## config.mk

```make
export PLATFORM = sky130hd
export DESIGN_NAME = seq_pattern_gen
export DESIGN_NICKNAME = d
export VERILOG_FILES = /design/src/rtl/seq_pkg.sv /design/src/rtl/seq_down_counter.sv /design/src/rtl/seq_pattern_gen.sv
export SDC_FILE = /design/constraint.sdc
export NUM_CORES = 1
export LEC_CHECK = 0
export ABC_AREA = 0
export CAP_MARGIN = 20
export CORE_MARGIN = 1
export CORE_UTILIZATION = 55
export DETAILED_ROUTE_END_ITERATION = 10
export DONT_BUFFER_PORTS = 1
export PLACE_DENSITY_LB_ADDON = 0.12
export RECOVER_POWER = 50
export SLEW_MARGIN = 20
export SYNTH_ARGS = -nofsm -noshare
export SYNTH_HDL_FRONTEND = slang
export SYNTH_SLANG_ARGS = --single-unit
```

## constraint.sdc

```tcl
create_clock -name clk -period 2.8 [get_ports clk]
set_input_delay 0.56 -clock clk [delete_from_list [all_inputs] [get_ports clk]]
set_output_delay 0.56 -clock clk [all_outputs]
set_load 0.05 [all_outputs]
```

## src/rtl/seq_pkg.sv

```systemverilog
// Shared types and constants for the serial pattern generator and the detector-side benches.
package seq_pkg;

  localparam int SEQ_MAX_LEN = 16;

  typedef enum logic {IDLE, SHIFT} seq_gen_state_t;

endpackage

```

## src/rtl/seq_down_counter.sv

```systemverilog
// Loadable down-counter that holds at zero instead of wrapping.
// tc_o flags when the count equals TERM; with the default TERM it is a plain zero flag.
module seq_down_counter #(
  parameter int               WIDTH = 4,
  parameter logic [WIDTH-1:0] TERM  = '0
) (
  input  logic             clk,
  input  logic             rst_n,
  input  logic             load_i,
  input  logic [WIDTH-1:0] load_val_i,
  input  logic             dec_i,
  output logic             tc_o
);

  logic [WIDTH-1:0] cnt_q;

  always_ff @(posedge clk or negedge rst_n) begin
    if (!rst_n) begin
      cnt_q <= '0;
    end else if (load_i) begin
      cnt_q <= load_val_i;
    end else if (dec_i && (cnt_q != '0)) begin
      cnt_q <= cnt_q - WIDTH'(1);
    end
  end

  assign tc_o = (cnt_q == TERM);

endmodule

```

## src/rtl/seq_pattern_gen.sv

```systemverilog
// Serial pattern generator: streams a captured pattern MSB-first, pat_reps+1 times, one bit per clock.
// state | meaning
// IDLE  | waiting for a pattern request; pat_ready high unless abort
// SHIFT | emitting pattern bits, out_valid high every cycle
module seq_pattern_gen
  import seq_pkg::*;
#(
  parameter int MAX_LEN = SEQ_MAX_LEN,
  parameter int LEN_W   = $clog2(MAX_LEN + 1),
  parameter int REP_W   = 4
) (
  input  logic               clk,
  input  logic               rst_n,
  input  logic               pat_valid,
  output logic               pat_ready,
  input  logic [MAX_LEN-1:0] pat_data,
  input  logic [LEN_W-1:0]   pat_len,
  input  logic [REP_W-1:0]   pat_reps,
  input  logic               abort,
  output logic               out_bit,
  output logic               out_valid,
  output logic               busy,
  output logic               done,
  output logic               err_len
);

  seq_gen_state_t     state_q, state_d;
  logic [MAX_LEN-1:0] shreg_q, shreg_d;
  logic [MAX_LEN-1:0] pat_q, pat_d;
  logic [LEN_W-1:0]   len_q, len_d;
  logic               out_bit_q, out_bit_d;
  logic               out_valid_q, out_valid_d;
  logic               done_q, done_d;
  logic               err_q, err_d;

  logic               handshake;
  logic               len_ok;
  logic [MAX_LEN-1:0] pat_aligned;
  logic               bit_load, bit_dec, bit_last;
  logic               rep_load, rep_dec, rep_zero;
  logic [LEN_W-1:0]   bit_load_val;

  assign pat_ready = (state_q == IDLE) && !abort;
  assign handshake = pat_valid && pat_ready;
  assign len_ok    = (pat_len != '0) && (pat_len <= LEN_W'(MAX_LEN));

  // Left-align so the first bit to send always sits at the MSB; unused high bits shift out.
  assign pat_aligned  = pat_data << (LEN_W'(MAX_LEN) - pat_len);
  assign bit_load_val = (state_q == IDLE) ? pat_len : len_q;

  // The bit counter shows the bits left in the pass including the one on out_bit, so 1 marks the last.
  seq_down_counter #(
    .WIDTH (LEN_W),
    .TERM  (LEN_W'(1))
  ) u_bit_cnt (
    .clk        (clk),
    .rst_n      (rst_n),
    .load_i     (bit_load),
    .load_val_i (bit_load_val),
    .dec_i      (bit_dec),
    .tc_o       (bit_last)
  );

  seq_down_counter #(
    .WIDTH (REP_W)
  ) u_rep_cnt (
    .clk        (clk),
    .rst_n      (rst_n),
    .load_i     (rep_load),
    .load_val_i (pat_reps),
    .dec_i      (rep_dec),
    .tc_o       (rep_zero)
  );

  always_comb begin
    state_d     = state_q;
    shreg_d     = shreg_q;
    pat_d       = pat_q;
    len_d       = len_q;
    out_bit_d   = 1'b0;
    out_valid_d = 1'b0;
    done_d      = 1'b0;
    err_d       = 1'b0;
    bit_load    = 1'b0;
    bit_dec     = 1'b0;
    rep_load    = 1'b0;
    rep_dec     = 1'b0;

    case (state_q)
      IDLE: begin
        if (handshake) begin
          if (len_ok) begin
            state_d     = SHIFT;
            pat_d       = pat_aligned;
            len_d       = pat_len;
            out_bit_d   = pat_aligned[MAX_LEN-1];
            out_valid_d = 1'b1;
            shreg_d     = pat_aligned << 1;
            bit_load    = 1'b1;
            rep_load    = 1'b1;
          end else begin
            err_d = 1'b1;
          end
        end
      end

      SHIFT: begin
        if (abort) begin
          state_d = IDLE;
        end else if (bit_last) begin
          if (rep_zero) begin
            state_d = IDLE;
            done_d  = 1'b1;
          end else begin
            out_bit_d   = pat_q[MAX_LEN-1];
            out_valid_d = 1'b1;
            shreg_d     = pat_q << 1;
            bit_load    = 1'b1;
            rep_dec     = 1'b1;
          end
        end else begin
          out_bit_d   = shreg_q[MAX_LEN-1];
          out_valid_d = 1'b1;
          shreg_d     = shreg_q << 1;
          bit_dec     = 1'b1;
        end
      end

      default: state_d = IDLE;
    endcase
  end

  always_ff @(posedge clk or negedge rst_n) begin
    if (!rst_n) begin
      state_q     <= IDLE;
      shreg_q     <= '0;
      pat_q       <= '0;
      len_q       <= '0;
      out_bit_q   <= 1'b0;
      out_valid_q <= 1'b0;
      done_q      <= 1'b0;
      err_q       <= 1'b0;
    end else begin
      state_q     <= state_d;
      shreg_q     <= shreg_d;
      pat_q       <= pat_d;
      len_q       <= len_d;
      out_bit_q   <= out_bit_d;
      out_valid_q <= out_valid_d;
      done_q      <= done_d;
      err_q       <= err_d;
    end
  end

  assign out_bit   = out_bit_q;
  assign out_valid = out_valid_q;
  assign busy      = (state_q == SHIFT);
  assign done      = done_q;
  assign err_len   = err_q;

endmodule

```

[After elaboration in Yosys (flattened, before gate mapping)]
Index checks and enable logic that the tools add are counted.
Word-level totals
  input port bits: 29
  word-level logic and storage cells: 72
  output and inout port bits: 6
  flip-flop bits (word level): 50
Operators by class
  bitwise logic cells: 1
  equal/unequal tests: 5
  shift-type cells: 1
  $add $sub $neg: 3
  order comparisons: 1
  reductions and logical operators: 14
  mux-type cells: 38
Operators by type and width (count)
  16-bit two-way mux: 5
  16-bit one-hot mux with 2 select lines: 1
  1-bit two-way mux: 24
  16-bit by 5-bit << shifter with 16-bit output: 1
  5-bit two-way mux: 3
  5-bit nonzero test: 2
  4-bit two-way mux: 2
  2-bit inequality test (second input constant): 3
  1-bit one-hot mux with 2 select lines: 3
  5-bit by 1-bit == test with 1-bit output (second input constant): 1
  5-bit <= comparator (second input constant): 1
  1-bit logical AND: 5
  5-bit by 1-bit subtractor with 5-bit output (second input constant): 1
  5-bit subtractor (first input constant): 1
  4-bit logical NOT: 1
  4-bit AND reduction: 1
  2-bit nonzero test: 2
  4-bit nonzero test: 1
  4-bit by 1-bit subtractor with 4-bit output (second input constant): 1
  3-bit inequality test (second input constant): 1
  3-bit AND reduction: 1
  1-bit logical NOT: 1
  1-bit NOT: 1

[Longest topological paths before layout]
  word-level depth: 8
  gate-level depth with buffers: 10
  mapped depth without buffers: 7

[Hierarchy]
A second synthesis with hierarchy kept.
Second synthesis, totals
  cells, all modules: 320
  area total of the unflattened synthesis: 3425.8 sq um
Modules (own cells, without submodules)
  seq_pattern_gen: cells each 258, seq. area each 1001.0 sq um, instances 1, area each 2821.5 sq um
  seq_down_counter at u_bit_cnt: cells each 35, seq. area each 125.1 sq um, instances 1, area each 334.1 sq um
  seq_down_counter at u_rep_cnt: cells each 27, seq. area each 100.1 sq um, instances 1, area each 270.3 sq um

[Worst setup path after synthesis]
OpenSTA, ideal clock, no wires.
  path kind: input to register
  start point: in pat_len[0]
  end point: reg shreg_q[15]
  stages on the path: 8
  library setup time: 0.121 ns
  buffers on the path: 2
  data required time: 2.679 ns
  arrival time: 2.561 ns
  setup slack: 0.118 ns
  cells stage by stage: buf_2 -> inv_2 -> ha_1 -> buf_6 -> mux2_2 -> mux4_2 -> a211o_1 -> a22o_1
Between the ends
  word-level cells in the longest chain between the ends: 5
  elaborated cells between the ends (all ways): 10
  those cells by class: 1 x add/sub; 1 x order compare; 1 x eq/ne; 1 x shift; 3 x mux; 3 x reduce/logical
Ends and longest elaborated chain
  start: declaration: RTL line seq_pattern_gen.sv:17  | input logic [LEN_W-1:0] pat_len,
  5-bit subtractor: RTL line seq_pattern_gen.sv:48  | assign pat_aligned = pat_data << (LEN_W'(MAX_LEN) - pat_len);
  16-bit by 5-bit << shifter with 16-bit output: RTL line seq_pattern_gen.sv:48
  16-bit two-way mux: RTL line seq_pattern_gen.sv:92  | if (len_ok) begin
  16-bit two-way mux: RTL line seq_pattern_gen.sv:91  | if (handshake) begin
  16-bit one-hot mux with 2 select lines: RTL line seq_pattern_gen.sv:89  | case (state_q)
  end signal: assignment: RTL line seq_pattern_gen.sv:145  | shreg_q <= shreg_d;
  end: declaration: RTL line seq_pattern_gen.sv:28  | logic [MAX_LEN-1:0] shreg_q, shreg_d;
Parallel ways exist; a longest one is shown, timed or not. The select of a mux whose other input is x is not followed.
A chain may end at the register's enable or synchronous reset.

[Final worst setup path]
  start point: in pat_len[1]
  end point: reg shreg_q[15]
The elaborated chain is that of the path after synthesis.

==> impl.org <==
** Critical path
- The worst setup path is captured at a flip-flop.
- Slowest stage cell, crit path :: mux4_2
- Worst Path Required :: 3010 ps
- STA classifies the critical path startpoint as an input port.
- Most frequent cell on the critical path :: inv_1
- The signal on the critical path passes through inv_1 -> ha_1 -> buf_12 -> mux2i_1 -> inv_1 -> mux4_2 -> a211o_1 -> a22o_1.
- For the worst setup path, the data arrival time is 2520 ps.
- Critical Path Fanout Max :: 18
- Type of the worst setup path :: input port to flip-flop
- Slowest Stage Delay on Critical Path :: approximately 500 ps

** Global route
- Global-route congestion overflow total :: 0
- Global routing consumed, over all layers together, 24.6% of the routing resources.
- The initial antenna violation count came to 0.
- The number of global-route vias before repair was roughly 2500.
- Entering global routing, the biggest net connects 50 pins.
- Wire length of the first global-routing pass :: roughly 12 mm

** Cells and area
- Count of inserted antenna diode cells :: 0
- In the final layout, the share of cells above drive strength 1 is 15.7%.
- Final #Nets :: 376
- Relative to the synthesized area, the layout overhead comes to 4.16%.

** Die
- The die covers 6330 um^2.
- Initial core utilization :: 58.7%
- The die is about 80 um tall.
- The die is 79.6 um wide.
- In this run the count of I/O pins placed on the die edge is 35.
- Placement Rows :: 27
- CORE AREA :: 5640 um^2

** Route
- Routed Antenna Nets :: 0
- Wire segments on met3 add up to 376 um in the final route.
- Routed via count :: 2546
- For this block, the initial DRC count from the detailed router was 181.
- Final wirelength :: between 7 and 8 mm
- In the routed layout, each cell is associated on average with a via count of just over 6.
- Routed wire per std cell :: 17.0 um
- After detailed routing, the wire length on met1 is 3.51 mm.
- After detailed routing, the met2 layer carries 3.05 mm of wire.
- After detailed routing, the number of remaining DRC violations is 0.
- After detailed routing, no signal wire sits above met4.
- For this run, the detailed router's first-pass iteration total came to 4.

** Synthesis
- Adder-cell share of the synthesized area :: 1.89%
- In this run, synthesis inferred 0 flip-flops with an integrated enable.
- During synthesis, Yosys emitted a total of 0 warnings.
- Post-synthesis net count :: 382
- Simple-Gate Fraction of Synth Area :: around 16%
- Sequential elements use 37.1% of the synthesized area.
- Summing the areas of all compound-gate instances in the mapped netlist gives 20.6% of the synthesized area.
- Synth unique cells :: 63
- Share of flip-flops with an asynchronous set or reset after synthesis :: 100%
- Primary flip-flop cell chosen by synthesis mapping :: dfrtp_1
- Area fraction of the dominant cell type after synthesis :: 37.1%
- Library cell with the highest instance count after synthesis :: nand2_1
- A synthesized cell averages 9.51 um^2.
- By count the netlist is led by 63 x nand2_1, 49 x dfrtp_1, 20 x a21oi_1.
- Synthesis handed over a netlist of ~350 instances.
- The synthesized design contains 49 register bits.
- Ranking of synthesized cells by area :: dfrtp_1 37%, nand2_1 7.1%, mux4_2 6.8%
- Dominant combinational cell family by area after synthesis :: compound AO/OA/AOI/OAI gates
- Area of the mapped netlist :: 3310 um^2
- The biggest area contributor in the post-synthesis netlist is dfrtp_1.
- Fraction of synthesized area in multiplexers :: roughly 15%
- After Yosys synthesis, XOR and XNOR cells account for 2.34% of the synthesized area.

** Clock network
- CTS sink count :: between 40 and 50
- Clock buffer count from CTS :: 5
- Clock latency on the worst-skew pair, taken at its later pin, is 310 ps.
- CTS placed an instance of clkbuf_8 at the clock tree root.
- Buffer levels on the longest clock path :: 2
- The H-tree generated during clock tree synthesis spans 2 levels.
- After clock tree synthesis, the clock-pin slew on the worst setup and hold paths is 100 ps.
- CTS tree :: done

** Place
- Final HPWL from detailed placement :: 5.23 mm
- Buffers placed on the I/O ports in this run total 0.
- GP Congestion :: 0.904
- Pre-CTS setup slack :: around 170 ps

** STA
- Measured against its own limit, the worst slew margin works out to between 10% and 20%.
- Fin Setup TNS :: 0 ps
- For this run, the top clock speed supported by timing is 432 MHz.
- Final worst slack :: 483 ps
- Pins over their slew limit :: 0
- In the finished design, the share of the clock period the worst path needs comes to 82.7%.
- Unrepaired setup endpoints after global routing :: false
- The total count of hold-check failures in the final report came to 0.
- For the final database, setup skew stands at 9.81 ps.
- Clock period minus worst slack :: roughly 2300 ps
- Setup violations, final :: 0
- Worst-margin pin slew :: 1220 ps

** Power
- Dividing total power by cell area gives a power density of 618 nW/um^2.
- Peak VDD IR :: 0.000301 V
- Leak pwr :: ~0.0015 uW

** Hold path
- Hold crit path type :: input port to flip-flop

** Run status
- The flow ran to the end, and the final reports show no timing, DRC or antenna violations.

** Flow run
- # Max-Cap Violations :: 0
==> kinds of logic after synthesis <==
family	after synthesis
mux	37
flops	49
fa+ha+maj	5
simple gates	113
xor+xnor	8
buf+inv	39
compound gates	97
==> worst paths after layout <==
path	startpoint	slack [ps]	depth (start not counted)	end
min in group asynchronous	rst_n	490	1	u_rep_cnt.cnt_q[3]
setup reg to reg	u_rep_cnt.cnt_q[0]	690	8	shreg_q[11]
setup / recovery	pat_len[1]	480	8	shreg_q[15]
max in group asynchronous	rst_n	1490	1	out_valid
hold reg to reg	pat_q[2]	490	2	pat_q[2]
hold / removal	pat_reps[0]	390	1	u_rep_cnt.cnt_q[0]
==> state kept, by name (all words and copies together) (netlist names) <==
register / cells
out_bit: 1
u_rep_cnt.cnt_q: 4
err_len: 1
len_q: 5
out_valid: 1
pat_q: 16
u_bit_cnt.cnt_q: 5
shreg_q: 15
done: 1
==> layout make-up <==
class,instances,area (um^2)
Clock buffer,5,68.8
Clock inverter,3,22.5
Fill cell,496,2190
Inverter,12,45.0
Multi-Input combinational cell,260,1870
Sequential cell,49,1230
Tap cell,72,90.1
Timing Repair Buffer,14,128
==> metal layers <==
layer | up-vias | global-route usage, %
li1 | 1248 | -
met5 | - | 0
met3 | 12 | 3.66
met4 | 0 | 8.55
met2 | 87 | 36.6
met1 | 1199 | 36.5
==> critical path, delay by kind of cell <==
family / cells / cell delay, ps
AOI/OAI and AO/OA: 2 / 490
adders and majority gates: 1 / 310
buffers and inverters: 3 / 280
muxes: 2 / 870
==> repair_timing <==
action | in CTS | in global routing
hold endpoints to repair | 49 | 0
buffers inserted | 0 | 0
hold buffers | 1 | 0
gates resized for setup | 0 | 0
==> cell usage in the layout, fill, tap and decap left out, types with 2 or more instances in the layout <==
cell / instances
clkbuf_8: 5
ha_1: 5
mux2i_1: 19
mux4_2: 10
and3_1: 3
nor2_1: 16
inv_2: 2
nand2_1: 63
buf_12: 2
and2_1: 2
a221o_1: 2
xor2_1: 4
o22a_1: 4
a211o_1: 3
nor3_1: 2
a2bb2oi_2: 2
o21ai_1: 8
a211oi_1: 3
nor2b_1: 7
o21ai_0: 14
xnor2_1: 3
a22o_1: 8
a21o_1: 2
nand3_1: 6
buf_4: 11
or3_1: 2
dfrtp_1: 48
clkinvlp_4: 3
a31oi_1: 8
inv_1: 10
a21oi_1: 20
o221ai_1: 4
o31ai_1: 5
mux2_2: 7
==> metrics by stage <==
stage	area, um^2	hold WS, ps	cells	power [uW]	utilization, %
CTS	3480	91.3	415	2150	61.6
floorplan	3310	264	348	1580	-
global placement	3360	265	406	1680	59.5
finish	3450	391	415	2130	61.1
detailed placement	3360	266	406	1700	59.5
global route	3450	392	415	2270	61.1
==> power breakdown <==
part           leakage, uW  switching, uW  internal (uW)
Sequential        0.000627            148            876
Clock            0.0000364            251            176
Combinational     0.000796            360            321
Total              0.00146            758           1370
Power figures use the tool's default switching activity.
